[config.mk]
export PLATFORM = sky130hd
export DESIGN_NAME = dq_regfile
export DESIGN_NICKNAME = d
export VERILOG_FILES = /design/src/rtl/dq_regfile.sv
export SDC_FILE = /design/constraint.sdc
export NUM_CORES = 1
export LEC_CHECK = 0
export BUFFER_PORTS_ARGS = -buffer_cell sky130_fd_sc_hd__buf_4
export CAP_MARGIN = 20
export CORE_AREA = 4 4 54 56
export DETAILED_ROUTE_END_ITERATION = 10
export DIE_AREA = 0 0 58 60
export MAX_ROUTING_LAYER = met4
export PLACE_DENSITY = 0.74
export SYNTH_ARGS = -nofsm -noshare
export SYNTH_HDL_FRONTEND = slang
export SYNTH_SLANG_ARGS = --single-unit
[constraint.sdc]
create_clock -name clk -period 1.5 [get_ports clk]
set_input_delay 0.225 -clock clk [delete_from_list [all_inputs] [get_ports clk]]
set_output_delay 0.225 -clock clk [all_outputs]
set_load 0.05 [all_outputs]
[src/rtl/dq_regfile.sv]
// Clocked DQ register bank: DEPTH x WIDTH storage with per-bit write mask,
// per-entry valid flags, two combinational read ports and optional write bypass.
module dq_regfile #(
  parameter  int WIDTH  = 4,
  parameter  int DEPTH  = 4,
  parameter  bit BYPASS = 1'b0,
  localparam int AW     = (DEPTH > 1) ? $clog2(DEPTH) : 1
) (
  input  logic             clk,
  input  logic             rst,
  input  logic             clr,
  input  logic             we,
  input  logic [AW-1:0]    waddr,
  input  logic [WIDTH-1:0] wdata,
  input  logic [WIDTH-1:0] wmask,
  input  logic [AW-1:0]    raddr0,
  output logic [WIDTH-1:0] rdata0,
  output logic             rvld0,
  input  logic [AW-1:0]    raddr1,
  output logic [WIDTH-1:0] rdata1,
  output logic             rvld1
);

  logic [WIDTH-1:0] mem [DEPTH];
  logic [DEPTH-1:0] vld;

  logic             wr_in_range;
  logic             rd0_in_range;
  logic             rd1_in_range;
  logic             wr_fire;
  logic             fwd_ok;
  logic             fwd0;
  logic             fwd1;
  logic [WIDTH-1:0] wr_merged;

  // A power-of-two depth cannot be addressed out of range, so skip the compare.
  generate
    if (DEPTH == (1 << AW)) begin : g_pow2
      assign wr_in_range  = 1'b1;
      assign rd0_in_range = 1'b1;
      assign rd1_in_range = 1'b1;
    end else begin : g_npow2
      localparam logic [AW-1:0] DEPTH_A = AW'(DEPTH);
      assign wr_in_range  = (waddr  < DEPTH_A);
      assign rd0_in_range = (raddr0 < DEPTH_A);
      assign rd1_in_range = (raddr1 < DEPTH_A);
    end
  endgenerate

  assign wr_fire   = we & wr_in_range;
  assign wr_merged = (mem[waddr] & ~wmask) | (wdata & wmask);

  always_ff @(posedge clk) begin
    if (rst || clr) begin
      for (int i = 0; i < DEPTH; i++) begin
        mem[i] <= '0;
      end
      vld <= '0;
    end else if (wr_fire) begin
      mem[waddr] <= wr_merged;
      vld[waddr] <= 1'b1;
    end
  end

  // Forwarding only for a write that will actually commit at this edge.
  assign fwd_ok = BYPASS && wr_fire && !rst && !clr;
  assign fwd0   = fwd_ok && (raddr0 == waddr);
  assign fwd1   = fwd_ok && (raddr1 == waddr);

  always_comb begin
    rdata0 = '0;
    rvld0  = 1'b0;
    if (fwd0) begin
      rdata0 = wr_merged;
      rvld0  = 1'b1;
    end else if (rd0_in_range) begin
      rdata0 = mem[raddr0];
      rvld0  = vld[raddr0];
    end
  end

  always_comb begin
    rdata1 = '0;
    rvld1  = 1'b0;
    if (fwd1) begin
      rdata1 = wr_merged;
      rvld1  = 1'b1;
    end else if (rd1_in_range) begin
      rdata1 = mem[raddr1];
      rvld1  = vld[raddr1];
    end
  end

endmodule

### Word level (Yosys, flattened, before mapping)

Memories as Yosys holds them, arrays and structs flattened.
Cells that the tools add are included.

* muxes and demuxes: 14
* reduce and logical (&&, ||, !) cells: 3
* order comparisons: 4
* bitwise operators: 5

Operators by type and width (number)
* $lt 2x3->1 const B: 3
* $mux 1: 9
* $and 4x4->4: 2
* $or 4x4->4: 2
* $bmux 1 s2: 2
* $mux 4: 1
* $not 4->4: 1
* $reduce_or 4->1: 1
* $demux 1 s2: 1
* $ge 2x1->1 const B: 1
* $mux 2: 1
* $logic_and 1x1->1: 1
* $logic_or 1x1->1: 1

* memories: 1
* register bits after elaboration: 4
* output and inout bits: 10
* bits in writable memories: 16

Memory list
* mem: words 4, bits a word 4, rd ports 3, clocked after Yosys merged registers in 0, write ports 4, line 24 `logic [WIDTH-1:0] mem [DEPTH];`

### Depth between registers and ports, before layout

* depth in word-level cells: 5
* depth in mapped cells: 4
* gate-level depth less buffers: 3

### Least setup slack after synthesis

OpenSTA, ideal clock, no wires.

* kind: input port to output port
* start point: input port raddr0[0]
* end point: output port rdata0[0]
* stages on the path: 2
* data required time: 1.275 ns
* buffers on the path: 1
* setup slack: 0.207 ns
* arrival: 1.068 ns
* path through: buf_2 mux4_2

* word-level cells in the longest chain between the ends: 1

Ends and longest elaborated chain
* start, declared: line 16 `input logic [AW-1:0] raddr0,`
* $mem_v2 4x4
* end, declared: line 17 `output logic [WIDTH-1:0] rdata0,`

Every way passes these cells.

==> qor.csv <==
metric;value;unit
outcome;finished, violations left;
violations;negative setup slack;
grt_usage;0.213;
drt_iter0_markers;52;
synth.distinct_cells;20;
wl_met2;1610;µm
power_density;836;nW/µm²
top_layer_used;met4;
wl_per_cell;19.0;µm
viasPerCell;6.14;
synthAdderAreaFrac;0;
worstMarginPinSlew;442;ps
yosys.area_share.simple;0.140;
die_y;60;µm
cp.arrival;1440;ps
gp_congestion;0.853;
wirelength_met1;1270;µm
finalCritPeriodShare;1.11;
required;1270;ps
htree_levels;1;
synthMuxAreaShare;0.261;
nFillCells;189;
irDropWorstVdd;0.548;mV
cp-start-kind;flop;
syn_inst;99;
clk_pin_slew;120;ps
ant_nets;0;
critPathCaptureType;output port;
maxSlewViolCount;0;
multi_input_area;597;µm²
cts_num_sinks;20;
antenna_found_initial;0;
p_total;1330;µW
rsz0062_at_grt;true;
synth_seq_area_share;0.464;
max_freq;0.602;GHz
fin_cells;166;
core-area;2430;µm²
hold_class;in -> reg;
start_util;0.497;
die_w;58;µm
numCtsBuffers;3;
leakage;0.000626;µW
ys_ff_latch;20;
root_buffer;clkbuf_4;
synth_top_family_by_area;multiplexers;
fin_util;0.652;
drv_cap;0;
finalHoldViolCount;0;
holdPathStages;2;
dp_hpwl;2420;µm
rows;18;
syn_nets;117;
final-seq-area;566;µm²
synthXorXnorAreaFrac;0;
grt_pass1_wl;5190;µm
setup_slack;-162;ps
syn_area;1210;µm²
die_area;3480;µm²
cts.path.max_buffers;2;
yosys_warnings;0;
wl_met3;218;µm
antennaDiodeCount;0;
skew;1.14;ps
area_delta_synth_final;31.2;%
overflow;0;
first_pass_iters;4;
wirelength;3160;µm
layout-drive-gt1-share;0.478;
syn_area_per_cell;12.2;µm²
critPathKind;reg -> out;
grt_max_degree;13;
grt_pass1_vias;1027;
synth-compound-area-share;0.0890;
relSlewSlack;0.702;
dp_cells;158;
reg2reg_depth;4;
period_minus_slack;1660;ps
nets;155;
setup_viol;10;
cts_tree;yes;
drcViolationCount;0;
cp_max_fo;4;
insertion_delay;310;ps
io_pins;28;
portBuffers;27;
vias;1020;
-- registers in the layout, summed over array words and instances (netlist names) --
name  count
vld       4
mem      16
-- worst max-delay path: stages, from the launching register on --
cell and delay, ps:
edfxtp_1 450, mux4_2 500, buf_6 170
-- through the flow --
| step | TNS [ps] | cell area (µm²) | worst slack [ps] | hold WS, ps |
|---|---|---|---|---|
| 2_1_floorplan | 0 | 1210 | 207 | 301 |
| 3_3_place_gp | 0 | 1470 | 133 | 440 |
| 3_5_place_dp | 0 | 1470 | 118 | 450 |
| 4_1_cts | -1300 | 1570 | -167 | 104 |
| 5_1_grt | -1660 | 1590 | -212 | 102 |
| 6_report | -1290 | 1590 | -162 | 101 |
-- synthesized netlist by cell type --
cell type / instances / area (µm²)
inv_1: 8 / 30.0
a21boi_0: 1 / 7.51
nand3_1: 1 / 5.00
dfxtp_1: 4 / 80.1
nand2b_1: 1 / 6.26
nor2_1: 21 / 78.8
nor3b_4: 1 / 18.8
a21oi_1: 1 / 5.00
o21ai_2: 1 / 8.76
o21ai_0: 8 / 40.0
a31oi_1: 1 / 6.26
o21ba_2: 1 / 10.0
nand2_1: 4 / 15.0
edfxtp_1: 16 / 480
buf_2: 3 / 15.0
nor3_1: 9 / 45.0
mux4_2: 14 / 315
a2111oi_2: 1 / 15.0
o211ai_1: 2 / 15.0
buf_6: 1 / 11.3
-- area by class of cell --
type,instances,area share
clock buffers,4,0.0229
inverters,8,0.0189
multi-input cells,67,0.376
flip-flops and latches,20,0.357
well taps,30,0.0237
repair buffers,37,0.201
-- cells by family after synthesis --
logic type | Yosys count
buffers and inverters | 12
DFF | 20
muxes | 14
AOI/OAI and AO/OA | 16
and+or+nand+nor | 37
-- worst paths after layout --
path                           start                   to  slack, ps
min                              rst  vld[2]$_SDFFE_PP0P_        100
max          mem[2][0]$_SDFFCE_PN0P_            rdata0[0]       -160
max reg2reg  mem[2][3]$_SDFFCE_PN0P_  mem[3][3]$_DFFE_PP_         50
min reg2reg      vld[0]$_SDFFE_PP0P_  vld[0]$_SDFFE_PP0P_        560
-- placed cells by master, fill, tap and decap left out --
cell,instances
buf_4,27
edfxtp_1,16
o21ba_2,1
o211ai_1,2
nand2_1,4
buf_6,9
clkbuf_8,1
mux4_2,14
a21oi_1,1
buf_8,1
o21ai_2,1
dfxtp_2,4
inv_1,8
o21ai_0,8
nor3_1,9
nor2_2,2
nand3_1,1
nand2b_1,1
clkbuf_4,3
nor2_1,19
nor3b_4,1
a2111oi_2,1
a31oi_1,1
a21boi_0,1
-- metal layers --
| layer | GRT usage | vias to the layer above |
|---|---|---|
| met3 | 0.0281 | 7 |
| met1 | 0.271 | 506 |
| li1 | - | 451 |
| met2 | 0.348 | 56 |
| met5 | - | - |
| met4 | 0.0795 | 0 |
-- power by group --
part	switching [µW]	internal (µW)	total, µW
combinational	187	155	342
clock	183	149	331
sequential	24.6	627	652
total	394	931	1330
-- repair_timing --
item                                    CTS  global route
endpoints found under the setup margin   10            12
buffers inserted                          3             1
gates resized for setup                  12             5
hold endpoints to repair                  0             0
hold buffers                              0             0
(Power assumes the default switching activity.)
